`config.mk`:
```
export PLATFORM = sky130hd
export DESIGN_NAME = crt_sync_monitor
export DESIGN_NICKNAME = d
export VERILOG_FILES = /design/src/rtl/crt_sync_monitor.sv
export SDC_FILE = /design/constraint.sdc
export NUM_CORES = 1
export LEC_CHECK = 0
export BUFFER_PORTS_ARGS = -buffer_cell sky130_fd_sc_hd__buf_2
export CORE_MARGIN = 2
export CORE_UTILIZATION = 55
export CTS_CLUSTER_DIAMETER = 80
export DETAILED_ROUTE_END_ITERATION = 10
export GPL_TIMING_DRIVEN = 0
export PLACE_DENSITY = 0.86
export SYNTH_ARGS = -nofsm -noshare
export SYNTH_HDL_FRONTEND = slang
export SYNTH_SLANG_ARGS = --single-unit
```
`constraint.sdc`:
```
create_clock -name clk -period 4.5 [get_ports clk]
set_input_delay 0.9 -clock clk [delete_from_list [all_inputs] [get_ports clk]]
set_output_delay 0.9 -clock clk [all_outputs]
set_load 0.01 [all_outputs]
```
`src/rtl/crt_sync_monitor.sv`:
```
// Receive-side monitor for crttest-style video: measures line/frame geometry,
// locks to the expected timing, regenerates x/y/de and signs each locked frame.
module crt_sync_monitor #(
  parameter int H_TOTAL  = 309,
  parameter int V_TOTAL  = 262,
  parameter int H_BP     = 23,
  parameter int V_BP     = 4,
  parameter int H_ACTIVE = 256,
  parameter int V_ACTIVE = 240
) (
  input  logic        clk,
  input  logic        reset,
  input  logic        pix_en,
  input  logic        hsync,
  input  logic        vsync,
  input  logic [2:0]  rgb,
  output logic [8:0]  x,
  output logic [8:0]  y,
  output logic        de,
  output logic [2:0]  pix,
  output logic        frame_start,
  output logic        locked,
  output logic [9:0]  line_len,
  output logic [9:0]  frame_lines,
  output logic [15:0] frame_sum,
  output logic        sum_valid,
  output logic [7:0]  err_cnt
);

  typedef enum logic [1:0] {
    SEARCH = 2'd0,
    CHECK  = 2'd1,
    LOCKED = 2'd2
  } state_t;

  localparam logic [9:0] CNT_MAX   = 10'd1023;
  localparam logic [9:0] H_TOTAL_C = 10'(H_TOTAL);
  localparam logic [9:0] V_TOTAL_C = 10'(V_TOTAL);
  localparam logic [9:0] H_BP_C    = 10'(H_BP);
  localparam logic [9:0] V_BP_C    = 10'(V_BP);
  localparam logic [9:0] H_END_C   = 10'(H_BP + H_ACTIVE);
  localparam logic [9:0] V_END_C   = 10'(V_BP + V_ACTIVE);

  function automatic logic [15:0] sig_step(input logic [15:0] a, input logic [2:0] c);
    return {a[14:0], a[15]} ^ {13'd0, c};
  endfunction

  logic        hs_r, hs_prev_r, vs_r, vs_prev_r;
  logic [2:0]  rgb_r;
  logic [9:0]  hcnt_r, vcnt_r;
  logic        vpend_r;
  logic [15:0] acc_r;
  state_t      state_r, state_nxt_s;

  logic [8:0]  x_r, y_r;
  logic        de_r, frame_start_r, locked_r, sum_valid_r;
  logic [2:0]  pix_r;
  logic [9:0]  line_len_r, frame_lines_r;
  logic [15:0] frame_sum_r;
  logic [7:0]  err_cnt_r;

  logic        hfall_s, vfall_s, frame_bnd_s, timeout_s;
  logic        line_err_s, frame_err_s, geo_err_s;
  logic [9:0]  hcnt_inc_s, vcnt_inc_s, hcnt_nxt_s, vcnt_nxt_s;
  logic        vpend_nxt_s;
  logic        in_h_s, in_v_s, de_nxt_s, frame_start_nxt_s, err_inc_s, sum_pub_s;
  logic [8:0]  x_nxt_s, y_nxt_s;
  logic [2:0]  pix_nxt_s;
  logic [15:0] acc_base_s, acc_nxt_s;

  // Edge detection and counter arithmetic; the new line/frame length is the
  // saturated count including the boundary tick itself.
  always_comb begin
    hfall_s     = hs_prev_r & ~hs_r;
    vfall_s     = vs_prev_r & ~vs_r;
    frame_bnd_s = hfall_s & (vpend_r | vfall_s);
    timeout_s   = (hcnt_r == CNT_MAX);
    hcnt_inc_s  = (hcnt_r == CNT_MAX) ? CNT_MAX : hcnt_r + 10'd1;
    vcnt_inc_s  = (vcnt_r == CNT_MAX) ? CNT_MAX : vcnt_r + 10'd1;
    hcnt_nxt_s  = hfall_s ? 10'd0 : hcnt_inc_s;
    if (frame_bnd_s) begin
      vcnt_nxt_s = 10'd0;
    end else if (hfall_s) begin
      vcnt_nxt_s = vcnt_inc_s;
    end else begin
      vcnt_nxt_s = vcnt_r;
    end
    if (frame_bnd_s) begin
      vpend_nxt_s = 1'b0;
    end else if (vfall_s) begin
      vpend_nxt_s = 1'b1;
    end else begin
      vpend_nxt_s = vpend_r;
    end
    line_err_s  = hfall_s & (hcnt_inc_s != H_TOTAL_C);
    frame_err_s = frame_bnd_s & (vcnt_inc_s != V_TOTAL_C);
    geo_err_s   = line_err_s | frame_err_s | timeout_s;
  end

  // Lock FSM state register.
  always_ff @(posedge clk) begin
    if (reset) begin
      state_r <= SEARCH;
    end else if (pix_en) begin
      state_r <= state_nxt_s;
    end
  end

  // Lock FSM next state: geometry errors only matter once a boundary was seen.
  always_comb begin
    state_nxt_s = state_r;
    case (state_r)
      SEARCH: begin
        if (frame_bnd_s) state_nxt_s = CHECK;
        else             state_nxt_s = SEARCH;
      end
      CHECK: begin
        if (geo_err_s)        state_nxt_s = SEARCH;
        else if (frame_bnd_s) state_nxt_s = LOCKED;
        else                  state_nxt_s = CHECK;
      end
      LOCKED: begin
        if (geo_err_s) state_nxt_s = SEARCH;
        else           state_nxt_s = LOCKED;
      end
      default: state_nxt_s = SEARCH;
    endcase
  end

  // Output decode for the sample currently held in rgb_r, using the counter
  // values that sample will own so coordinates stay aligned with pix.
  always_comb begin
    in_h_s            = (hcnt_nxt_s >= H_BP_C) && (hcnt_nxt_s < H_END_C);
    in_v_s            = (vcnt_nxt_s >= V_BP_C) && (vcnt_nxt_s < V_END_C);
    de_nxt_s          = (state_nxt_s == LOCKED) && in_h_s && in_v_s;
    x_nxt_s           = 9'd0;
    y_nxt_s           = 9'd0;
    pix_nxt_s         = 3'd0;
    if (de_nxt_s) begin
      x_nxt_s   = 9'(hcnt_nxt_s - H_BP_C);
      y_nxt_s   = 9'(vcnt_nxt_s - V_BP_C);
      pix_nxt_s = rgb_r;
    end else begin
      x_nxt_s   = 9'd0;
      y_nxt_s   = 9'd0;
      pix_nxt_s = 3'd0;
    end
    frame_start_nxt_s = de_nxt_s && (hcnt_nxt_s == H_BP_C) && (vcnt_nxt_s == V_BP_C);
    err_inc_s         = geo_err_s && (state_r != SEARCH);
    sum_pub_s         = frame_bnd_s && (state_r == LOCKED) && (state_nxt_s == LOCKED);
    acc_base_s        = frame_bnd_s ? 16'd0 : acc_r;
    if (de_nxt_s) begin
      acc_nxt_s = sig_step(acc_base_s, rgb_r);
    end else begin
      acc_nxt_s = acc_base_s;
    end
  end

  // Input sampling and geometry counters, advanced on pixel ticks only.
  always_ff @(posedge clk) begin
    if (reset) begin
      hs_r      <= 1'b0;
      hs_prev_r <= 1'b0;
      vs_r      <= 1'b0;
      vs_prev_r <= 1'b0;
      rgb_r     <= 3'd0;
      hcnt_r    <= 10'd0;
      vcnt_r    <= 10'd0;
      vpend_r   <= 1'b0;
      acc_r     <= 16'd0;
    end else if (pix_en) begin
      hs_r      <= hsync;
      hs_prev_r <= hs_r;
      vs_r      <= vsync;
      vs_prev_r <= vs_r;
      rgb_r     <= rgb;
      hcnt_r    <= hcnt_nxt_s;
      vcnt_r    <= vcnt_nxt_s;
      vpend_r   <= vpend_nxt_s;
      acc_r     <= acc_nxt_s;
    end
  end

  // Output registers; pulses are cleared on every non-tick clock.
  always_ff @(posedge clk) begin
    if (reset) begin
      x_r           <= 9'd0;
      y_r           <= 9'd0;
      de_r          <= 1'b0;
      pix_r         <= 3'd0;
      frame_start_r <= 1'b0;
      locked_r      <= 1'b0;
      line_len_r    <= 10'd0;
      frame_lines_r <= 10'd0;
      frame_sum_r   <= 16'd0;
      sum_valid_r   <= 1'b0;
      err_cnt_r     <= 8'd0;
    end else if (pix_en) begin
      x_r           <= x_nxt_s;
      y_r           <= y_nxt_s;
      de_r          <= de_nxt_s;
      pix_r         <= pix_nxt_s;
      frame_start_r <= frame_start_nxt_s;
      locked_r      <= (state_nxt_s == LOCKED);
      sum_valid_r   <= sum_pub_s;
      if (hfall_s)     line_len_r    <= hcnt_inc_s;
      if (frame_bnd_s) frame_lines_r <= vcnt_inc_s;
      if (sum_pub_s)   frame_sum_r   <= acc_r;
      if (err_inc_s && (err_cnt_r != 8'hFF)) err_cnt_r <= err_cnt_r + 8'd1;
    end else begin
      frame_start_r <= 1'b0;
      sum_valid_r   <= 1'b0;
    end
  end

  assign x           = x_r;
  assign y           = y_r;
  assign de          = de_r;
  assign pix         = pix_r;
  assign frame_start = frame_start_r;
  assign locked      = locked_r;
  assign line_len    = line_len_r;
  assign frame_lines = frame_lines_r;
  assign frame_sum   = frame_sum_r;
  assign sum_valid   = sum_valid_r;
  assign err_cnt     = err_cnt_r;

endmodule

```
==> flow_metrics.py, run 1 <==
metrics = {
    "sta": {
        "slew-limit-headroom": 0.4424,
        "finalClockSkew_ns": 0.01131,
        "slew_violations": 0,
        "finalSetupViolations": 0,
        "fmax_mhz": 232.5,
        "rsz0062_at_grt": "false",
        "tightest_slew_ns": 0.8364,
        "period_share": 0.9560,
        "hold_viol": 0,
        "period_minus_slack_ns": 4.302,
    },
    "worst_setup_path": {
        "crit_top_cell": "ha_1",
        "r2r_slack_ns": 0.20,
        "cp_cell_sequence": "ha_1 -> and3_1 -> nand3_2 -> a31oi_1 -> o21ai_2 -> ha_1 -> nand3b_1 -> a211oi_1 -> nor3_1 -> nor4_2 -> a32oi_1 -> a41oi_2 -> clkbuf_1 -> o21ai_0 -> a21oi_1",
        "crit_buf_inv": 1,
        "end_kind": "flop",
        "cp-endpoint": "acc_r[13]$_SDFFE_PP0P_",
        "startpoint": "vcnt_r[0]$_SDFFE_PP0P_",
        "worst-setup-path-type": "flop to flop",
        "required_ns": 4.91,
        "r2r_cells": 15,
        "slowest_stage": "dfxtp_1",
        "slowest_delay_ns": 0.50,
        "worst-path-max-fanout": 10,
        "r2r_end": "acc_r[13]$_SDFFE_PP0P_",
        "critPathTopFamily": "compound AO/OA/AOI/OAI gates",
        "crit_path_start_kind": "flop",
        "r2r_start": "vcnt_r[0]$_SDFFE_PP0P_",
        "cp.depth": 15,
        "cp.arrival_ns": 4.71,
    },
    "pwr": {
        "fin_total_pwr_mw": 2.465,
        "p_comb_frac": 0.043,
        "switching_power_uw": 577.5,
        "powerDensity_mw_per_mm2": 356.8,
        "p_leak_nw": 2.669,
        "pwr-share-clk": 0.538,
        "peakVddDrop_mv": 0.3095,
        "seqPwrFrac": 0.420,
        "p_sw_frac": 0.2343,
        "p_int_mw": 1.887,
    },
    "logic_synthesis": {
        "syn_area_per_cell_um2": 8.312,
        "synth_ff_type": "dfxtp_1",
        "async_flop_share": 0,
        "ys_types": 66,
        "synth_edf_count": 0,
        "ys_ff_latch": 115,
        "netlist_area_mm2": 0.005777,
        "yosys_warnings": 0,
        "synth_cells": 695,
        "seq_area_frac_synth": 0.3985,
        "synth_nets": 709,
    },
    "floorplanning": {
        "ios": 77,
        "rows": 37,
        "die-width_um": 106.5,
        "dieArea_mm2": 0.01134,
        "die_h_um": 106.5,
        "initial_core_util": 0.5621,
        "core_area_mm2": 0.01028,
    },
    "drt": {
        "dr.pass1.iters": 6,
        "initialDrtViolationCount": 546,
        "routed_wl_um": 18090,
        "wl_per_cell_um": 19.33,
        "viasPerCell": 6.265,
        "dr_total_vias": 5864,
        "ant_nets": 0,
        "drc": 0,
    },
    "final_layout": {
        "synthToLayoutAreaGrowth_pct": 19.60,
        "layout_commonest_cell": "dfxtp_1",
        "num-nets-final": 801,
        "fin_area_mm2": 0.006909,
        "layout-drive-gt1-share": 0.1925,
        "layout_common_cells": "dfxtp_1, buf_2, nor2_1",
        "final_util": 0.6723,
        "num_antenna_cells": 0,
    },
    "placement": {
        "dpl_cell_area_mm2": 0.006317,
        "gp_congestion": 0.9780,
        "hpwl_um": 12860,
        "io_buffers": 74,
    },
    "global_route": {
        "grt_max_degree": 17,
        "grt_pass1_wl_um": 28610,
        "grt_usage": 0.3265,
        "grt_overflow": 0,
        "grt_pass1_vias": 5646,
        "antenna_found_initial": 1,
    },
    "clocking": {
        "cts_sinks": 115,
        "htree_num_levels": 4,
        "cts_root_buf": "clkbuf_8",
        "numCtsBuffers": 17,
        "path_clk_slew_ns": 0.06,
        "clk_latency_ns": 0.54,
        "cts.path.max_buffers": 2,
        "cts_tree": "yes",
        "post-cts-setup-buffers": 0,
        "cts_hold_buf": 0,
    },
    "min_path": {
        "hold_class": "flop to flop",
        "hold_depth": 2,
    },
    "status": {
        "outcome": "finished clean",
    },
    "job": {
        "maxCapViolCount": 0,
    },
}
==> flip-flops by register name (all words and copies together), names as in the netlist <==
register / flops
vpend_r: 1
frame_start: 1
vcnt_r: 10
hs_r: 1
vs_r: 1
rgb_r: 3
line_len: 10
frame_lines: 10
locked: 1
err_cnt: 8
sum_valid: 1
state_r: 2
pix: 3
hcnt_r: 10
x: 9
de: 1
acc_r: 16
y: 9
frame_sum: 16
vs_prev_r: 1
hs_prev_r: 1
==> through the flow <==
stage | std cells | setup slack, ns | hold slack, ns | setup TNS (ns)
4_1_cts | 937 | 0.04452 | 0.4546 | 0
3_3_place_gp | 905 | 0.07459 | 0.4479 | 0
5_1_grt | 936 | 0.06666 | 0.4716 | 0
3_5_place_dp | 905 | -0.02628 | 0.4470 | -0.02628
6_report | 936 | 0.1981 | 0.4577 | 0
2_1_floorplan | 695 | 1.091 | 0.4627 | 0
==> how the worst min path moves through the flow <==
stage               slack, ns                           to                        start
floorplan                0.46       acc_r[10]$_SDFFE_PP0P_       acc_r[10]$_SDFFE_PP0P_
global placement         0.45     line_len[8]$_SDFFE_PP0P_     line_len[8]$_SDFFE_PP0P_
detailed placement       0.45  frame_lines[6]$_SDFFE_PP0P_  frame_lines[6]$_SDFFE_PP0P_
CTS                      0.45  frame_lines[6]$_SDFFE_PP0P_  frame_lines[6]$_SDFFE_PP0P_
global route             0.47  frame_lines[6]$_SDFFE_PP0P_  frame_lines[6]$_SDFFE_PP0P_
finish                   0.46     line_len[5]$_SDFFE_PP0P_     line_len[5]$_SDFFE_PP0P_
==> Yosys cell counts (6+ instances only) <==
| cell | count | share of area |
|---|---|---|
| a211oi_1 | 12 | 0.016 |
| a21oi_1 | 72 | 0.062 |
| a31oi_1 | 9 | 0.0097 |
| and3_1 | 7 | 0.0076 |
| buf_2 | 15 | 0.013 |
| buf_6 | 8 | 0.016 |
| clkbuf_1 | 29 | 0.019 |
| dfxtp_1 | 115 | 0.40 |
| ha_1 | 6 | 0.013 |
| inv_1 | 12 | 0.0078 |
| mux2i_1 | 29 | 0.050 |
| nand2_1 | 58 | 0.038 |
| nand3_1 | 42 | 0.036 |
| nand3b_1 | 7 | 0.0091 |
| nand4_1 | 11 | 0.012 |
| nor2_1 | 88 | 0.057 |
| nor2b_1 | 7 | 0.0076 |
| nor3_1 | 8 | 0.0069 |
| o211ai_1 | 7 | 0.0091 |
| o21ai_0 | 41 | 0.036 |
| xnor2_1 | 9 | 0.014 |
| xor2_1 | 16 | 0.024 |
==> power groups by stage <==
| stage | logic [mW] | clock network [mW] | registers [mW] |
|---|---|---|---|
| after floorplan | 0.0664 | 0 | 1.05 |
| after global placement | 0.0995 | 0 | 1.06 |
| after detailed placement | 0.102 | 0 | 1.06 |
| after CTS | 0.103 | 1.33 | 1.03 |
| after global routing | 0.112 | 1.38 | 1.03 |
| final | 0.106 | 1.33 | 1.03 |
==> worst register-to-register path, delay by kind of cell, from the launching register on <==
kind | cells | cell delay [ns]
compound gates | 7 | 1.53
flops | 1 | 0.50
simple gates | 5 | 1.32
buf+inv | 1 | 0.30
fa+ha+maj | 2 | 0.53
==> layer usage <==
| layer | up-vias | GRT usage | routed length (µm) |
|---|---|---|---|
| met4 | 0 | 0.1503 | 493 |
| met3 | 47 | 0.08952 | 1853 |
| met5 | - | 0 | 0 |
| met1 | 2793 | 0.4116 | 7288 |
| li1 | 2684 | - | - |
| met2 | 340 | 0.5206 | 8456 |
==> cell type report <==
class                   count  area, µm²
plain buffers              57      311.5
clock buffers              21      459.2
clock inverters            11      127.6
fillers                   881       3368
inverters                  12      45.04
multi-input cells         510       3123
flip-flops and latches    115       2302
well taps                 136      170.2
repair buffers             74      370.4
==> what timing repair did <==
item                                    in CTS  in global routing
resized for setup                            1                  2
endpoints found under the setup margin       7                 31
gates cloned                                 0                  0
==> cells by family after synthesis <==
kind of cell / count (synthesis) / share of synthesized area
compound gates: 190 / 0.2146
xor+xnor: 25 / 0.03790
fa+ha+maj: 6 / 0.01300
buf+inv: 70 / 0.06238
flops: 115 / 0.3985
mux: 30 / 0.05263
simple gates: 259 / 0.2209
Note: power is estimated with default switching activity, not from simulation.
==> inputs of run 2 (changes only) <==
--- a/config.mk
+++ b/config.mk
@@ -11,7 +11,8 @@
 export CTS_CLUSTER_DIAMETER = 80
 export DETAILED_ROUTE_END_ITERATION = 10
 export GPL_TIMING_DRIVEN = 0
-export PLACE_DENSITY = 0.86
+export MAX_ROUTING_LAYER = met4
+export PLACE_DENSITY = 0.77
 export SYNTH_ARGS = -nofsm -noshare
 export SYNTH_HDL_FRONTEND = slang
 export SYNTH_SLANG_ARGS = --single-unit
==> run 2 against run 1 <==
  * Flip-flop and latch count unchanged
  * Total power up 5.4%
  * Utilization rose by 0.51 points
  * Final area is 0.76% higher
  * Non-clock buffer count rose by 1
  * Routed wire length grew 0.14%
  * Cell count increased by 0.11%
  * Clock power increased by 9.8%
  * Worst setup slack better by 0.088 ns
  * Clock skew down 0.0029 ns
  * Register-to-register slack better by 0.09 ns
  * Via count down 1.7%
==> flow_metrics.py, run 2 (synthesis gave the netlist of run 1 again) <==
metrics = {
    "final_layout": {
        "num-nets-final": 802,
        "num_antenna_cells": 0,
        "layout-drive-gt1-share": 0.1948,
        "final_util": 0.6774,
        "layout_commonest_cell": "dfxtp_1",
        "fin_cells": 937,
        "layout_common_cells": "dfxtp_1, buf_2, nor2_1",
        "fin_area_mm2": 0.006962,
        "nFillCells": 870,
        "synthToLayoutAreaGrowth_pct": 20.51,
    },
    "worst_setup_path": {
        "worst-path-max-fanout": 10,
        "r2r_start": "vcnt_r[0]$_SDFFE_PP0P_",
        "r2r_slack_ns": 0.29,
        "required_ns": 4.96,
        "slowest_stage": "dfxtp_1",
        "r2r_end": "acc_r[14]$_SDFFE_PP0P_",
        "crit_top_cell": "ha_1",
        "worst-setup-path-type": "flop to flop",
        "critPathTopFamily": "compound AO/OA/AOI/OAI gates",
        "crit_path_start_kind": "flop",
        "r2r_cells": 16,
        "crit_buf_inv": 2,
        "end_kind": "flop",
        "cp.arrival_ns": 4.67,
        "slowest_delay_ns": 0.42,
        "cp_cell_sequence": "ha_1 -> and3_1 -> clkbuf_1 -> nand3_1 -> a31oi_1 -> o21ai_2 -> ha_1 -> nand3b_1 -> a211oi_1 -> nor3_2 -> nor4_2 -> a32oi_1 -> a41oi_2 -> clkbuf_2 -> o21ai_0 -> a21oi_1",
    },
    "clocking": {
        "post-cts-setup-buffers": 0,
        "htree_num_levels": 4,
        "numCtsBuffers": 17,
        "cts_root_buf": "clkbuf_8",
        "cts_hold_buf": 0,
        "cts_sinks": 115,
        "cts_tree": "yes",
        "clk_latency_ns": 0.54,
        "path_clk_slew_ns": 0.06,
        "cts.path.max_buffers": 2,
    },
    "global_route": {
        "grt_pass1_wl_um": 28590,
        "grt_overflow": 0,
        "antenna_found_initial": 0,
        "grt_max_degree": 17,
        "grt_usage": 0.3372,
        "grt_pass1_vias": 5462,
    },
    "sta": {
        "setup_ws_ns": 0.2858,
        "finalSetupViolations": 0,
        "fin_tns_setup_ns": 0,
        "period_share": 0.9365,
        "tightest_slew_ns": 0.8855,
        "slew-limit-headroom": 0.4097,
        "period_minus_slack_ns": 4.214,
        "hold_ws_ns": 0.4581,
        "finalClockSkew_ns": 0.008433,
        "hold_viol": 0,
        "fmax_mhz": 237.3,
        "slew_violations": 0,
    },
    "pwr": {
        "fin_total_pwr_mw": 2.597,
        "p_comb_frac": 0.041,
        "p_int_mw": 1.992,
        "p_leak_nw": 2.699,
        "seqPwrFrac": 0.398,
        "peakVddDrop_mv": 0.4457,
        "pwr-share-clk": 0.561,
        "powerDensity_mw_per_mm2": 373.0,
        "p_sw_frac": 0.2330,
        "switching_power_uw": 605.1,
    },
    "placement": {
        "dpl_cell_area_mm2": 0.006317,
        "dp_cells": 905,
        "pre_cts_ws_ns": 0.009925,
        "io_buffers": 74,
        "gp_congestion": 0.9956,
        "hpwl_um": 12740,
    },
    "drt": {
        "viasPerCell": 6.152,
        "ant_nets": 0,
        "dr_total_vias": 5764,
        "routed_wl_um": 18120,
        "wl_per_cell_um": 19.34,
        "initialDrtViolationCount": 504,
        "dr.pass1.iters": 6,
        "drc": 0,
    },
    "floorplanning": {
        "dieArea_mm2": 0.01134,
        "core_area_mm2": 0.01028,
        "ios": 77,
        "die_h_um": 106.5,
        "rows": 37,
        "die-width_um": 106.5,
        "initial_core_util": 0.5621,
    },
    "status": {
        "outcome": "finished clean",
    },
    "min_path": {
        "hold_depth": 2,
        "hold_class": "flop to flop",
        "min_to": "line_len[9]$_SDFFE_PP0P_",
        "hold_start": "line_len[9]$_SDFFE_PP0P_",
    },
    "job": {
        "maxCapViolCount": 0,
    },
}
-- run 2: cell count changes in the layout (fill, tap and decap cells not counted), sizes merged --
| cell | previous run | this run |
|---|---|---|
| bufinv | 2 | 4 |
| clkbuf | 49 | 48 |
| clkinv | 5 | 2 |
| clkinvlp | 3 | 2 |
| inv | 13 | 17 |
-- run 2: worst min-delay path: stages (launching register included) --
cell and delay (ns):
dfxtp_1 0.31, nand2_1 0.05, a21oi_1 0.05
-- run 2: worst max path at each step --
stage                                       from                     end  cells after the start
after floorplan           vcnt_r[0]$_SDFFE_PP0P_  acc_r[12]$_SDFFE_PP0P_                     16
after global placement    vcnt_r[0]$_SDFFE_PP0P_   acc_r[9]$_SDFFE_PP0P_                     16
after detailed placement  vcnt_r[0]$_SDFFE_PP0P_   acc_r[1]$_SDFFE_PP0P_                     16
after CTS                 vcnt_r[0]$_SDFFE_PP0P_  acc_r[14]$_SDFFE_PP0P_                     16
after global routing      vcnt_r[0]$_SDFFE_PP0P_   acc_r[1]$_SDFFE_PP0P_                     16
final                     vcnt_r[0]$_SDFFE_PP0P_  acc_r[14]$_SDFFE_PP0P_                     16
-- run 2: timing repair --
| item | in CTS | in global routing |
|---|---|---|
| endpoints found under the setup margin | 6 | 17 |
| resized for setup | 1 | 4 |
| pin swaps | 0 | 0 |
-- run 2: power groups by stage --
stage	combinational, mW	clock [mW]	sequential [mW]
final	0.106	1.46	1.03
after global routing	0.115	1.51	1.03
after CTS	0.103	1.46	1.03
after detailed placement	0.102	0	1.06
after global placement	0.101	0	1.06
after floorplan	0.0664	0	1.05
-- run 2: metal layers --
metal	GRT usage	vias to the layer above	part of all wire
met1	0.4253	2741	0.42
li1	-	2681	-
met5	-	-	0
met3	0.09074	57	0.087
met2	0.5014	285	0.45
met4	0.1642	0	0.038
-- run 2: layout make-up --
class | count | area, µm² | area share
timing repair buffer | 74 | 370.4 | 0.05320
inverter | 12 | 45.04 | 0.006470
multi-input combinational | 510 | 3123 | 0.4486
clock inverter | 13 | 192.7 | 0.02768
clock buffer | 19 | 441.7 | 0.06344
tap | 136 | 170.2 | 0.02444
sequential | 115 | 2302 | 0.3307
buffer | 58 | 316.6 | 0.04547
==> inputs of run 3 (changes only) <==
--- a/config.mk
+++ b/config.mk
@@ -13,6 +13,7 @@
 export GPL_TIMING_DRIVEN = 0
 export MAX_ROUTING_LAYER = met4
 export PLACE_DENSITY = 0.77
+export REMOVE_ABC_BUFFERS = 1
 export SYNTH_ARGS = -nofsm -noshare
 export SYNTH_HDL_FRONTEND = slang
 export SYNTH_SLANG_ARGS = --single-unit
==> run 3 against run 2 <==
  * Sequential power barely moved
  * Clock power barely moved
  * Critical path depth shrank 2
  * Critical endpoint is now x[0]$_SDFFE_PP0P_
  * Sequential share of layout area rose by 1.0 points
  * Largest cell class unchanged
  * Via count decreased by 7.6%
  * Worst hold slack lost 0.0036 ns
  * Clock skew increased by 0.0015 ns
  * Final area fell by 2.9%
  * Total power shrank 0.48%
  * Global-route usage down 5.8 points
  * Die area did not move
==> flow_metrics.py, run 3 (synthesis gave the netlist of run 1 again) <==
metrics = {
    "pwr": {
        "fin_total_pwr_mw": 2.584,
        "peakVddDrop_mv": 0.2140,
        "powerDensity_mw_per_mm2": 382.4,
        "p_leak_nw": 2.539,
    },
    "clocking": {
        "cts_tree": "yes",
        "htree_num_levels": 4,
        "cts_root_buf": "clkbuf_8",
        "cts_sinks": 115,
        "post-cts-setup-buffers": 0,
        "numCtsBuffers": 17,
        "clk_latency_ns": 0.52,
        "path_clk_slew_ns": 0.06,
        "cts.path.max_buffers": 2,
    },
    "worst_setup_path": {
        "r2r_cells": 14,
        "r2r_slack_ns": 0.36,
        "critPathTopFamily": "simple AND/OR/NAND/NOR gates",
        "required_ns": 4.94,
        "slowest_delay_ns": 0.58,
        "slowest_stage": "and4_2",
        "cp.arrival_ns": 4.59,
        "cp.depth": 14,
        "crit_top_cell": "nand3b_1",
        "worst-path-max-fanout": 18,
        "crit_path_start_kind": "flop",
        "cp_cell_sequence": "ha_2 -> and3_2 -> nand3_1 -> a31oi_1 -> o21ai_1 -> ha_1 -> nand3b_1 -> a211oi_1 -> nor3_1 -> nor4_2 -> a32oi_2 -> and4_2 -> nand3b_1 -> a21oi_1",
        "worst-setup-path-type": "flop to flop",
        "end_kind": "flop",
        "crit_buf_inv": 0,
    },
    "global_route": {
        "grt_max_degree": 75,
        "antenna_found_initial": 0,
        "grt_overflow": 0,
        "grt_pass1_wl_um": 24580,
        "grt_usage": 0.2792,
        "grt_pass1_vias": 4968,
    },
    "sta": {
        "setup_ws_ns": 0.3552,
        "hold_viol": 0,
        "finalSetupViolations": 0,
        "slew-limit-headroom": 0.3064,
        "slew_violations": 0,
        "finalClockSkew_ns": 0.009914,
        "fmax_mhz": 241.3,
        "period_minus_slack_ns": 4.145,
        "rsz0062_at_grt": "false",
        "period_share": 0.9211,
        "tightest_slew_ns": 1.036,
    },
    "final_layout": {
        "fin_cells": 883,
        "layout_commonest_cell": "dfxtp_1",
        "multiInputGateArea_mm2": 0.003171,
        "regArea_mm2": 0.002302,
        "num_antenna_cells": 0,
        "layout_common_cells": "dfxtp_1, nor2_1, buf_2",
        "nFillCells": 887,
        "synthToLayoutAreaGrowth_pct": 16.98,
        "num-nets-final": 750,
        "layout-drive-gt1-share": 0.1847,
    },
    "floorplanning": {
        "initial_core_util": 0.5621,
        "core_area_mm2": 0.01028,
        "ios": 77,
        "rows": 37,
        "dieArea_mm2": 0.01134,
        "die-width_um": 106.5,
        "die_h_um": 106.5,
    },
    "min_path": {
        "hold_class": "flop to flop",
        "hold_depth": 2,
    },
    "drt": {
        "routed_wl_um": 15070,
        "drt-met1-wl_um": 6514,
        "dr.pass1.iters": 5,
        "dr_total_vias": 5328,
        "met2_length_um": 7233,
        "wl_per_cell_um": 17.07,
        "viasPerCell": 6.034,
        "initialDrtViolationCount": 477,
        "dr_wl_met3_um": 841,
        "drc": 0,
        "ant_nets": 0,
        "highest_layer": "met4",
    },
    "placement": {
        "hpwl_um": 9800,
        "pre_cts_ws_ns": -1.766,
        "gp_congestion": 0.9562,
        "io_buffers": 76,
        "dp_cells": 851,
    },
    "status": {
        "outcome": "finished clean",
    },
    "job": {
        "maxCapViolCount": 0,
    },
}
## run 3: cell types whose count changed in the layout (fill, tap and decap cells not counted), moves of 2 or more
cell      change
ha_2          +2
buf_2        -15
inv_6         -5
buf_4         -3
ha_1          -2
clkbuf_1     -27
buf_6         -7
## run 3: stage by stage
stage / hold slack (ns) / setup TNS, ns / instance area (µm²) / util
after floorplan: 0.4566 / -0.5141 / 5461 / -
after global placement: 0.4372 / -85.25 / 6012 / 0.5850
after detailed placement: 0.4460 / -52.57 / 6061 / 0.5897
after CTS: 0.4583 / 0 / 6714 / 0.6533
after global routing: 0.4706 / 0 / 6758 / 0.6575
final: 0.4545 / 0 / 6758 / 0.6575
## run 3: path summary, 6_finish.rpt
kind | start | endpoint
setup / recovery | vcnt_r[0]$_SDFFE_PP0P_ | x[0]$_SDFFE_PP0P_
hold / removal | pix[0]$_SDFFE_PP0P_ | pix[0]$_SDFFE_PP0P_
setup reg to reg | vcnt_r[0]$_SDFFE_PP0P_ | x[0]$_SDFFE_PP0P_
hold reg to reg | pix[0]$_SDFFE_PP0P_ | pix[0]$_SDFFE_PP0P_
## run 3: where the power goes
group | switching [mW] | internal (mW)
registers | 0.0105 | 1.03
clock network | 0.467 | 0.993
logic | 0.0614 | 0.0265
total | 0.539 | 2.05
## run 3: timing repair
action                     4_1_cts  5_1_grt
gates resized for setup          5        8
hold buffers                     0        0
setup endpoints to repair       64       47
gates cloned                     1        1
## run 3: metal layers
metal	track usage	vias up
met5	-	-
met4	0.1299	0
met2	0.4391	185
li1	-	2586
met1	0.3487	2516
met3	0.05273	41
## run 3: area by class of cell
class / count / area share
Tap cell: 136 / 0.02518
Multi-Input combinational cell: 511 / 0.4692
Timing Repair Buffer: 78 / 0.06277
Timing Repair inverter: 1 / 0.0007406
Clock buffer: 21 / 0.06795
Clock inverter: 9 / 0.02629
Sequential cell: 115 / 0.3407
Inverter: 12 / 0.007221
## run 3: worst register-to-register path: stages (launching register included)
cell and delay (ns):
dfxtp_1 0.49, ha_2 0.37, and3_2 0.33, nand3_1 0.27
a31oi_1 0.24, o21ai_1 0.16, ha_1 0.35, nand3b_1 0.14
a211oi_1 0.06, nor3_1 0.32, nor4_2 0.12, a32oi_2 0.31
and4_2 0.58, nand3b_1 0.15, a21oi_1 0.18
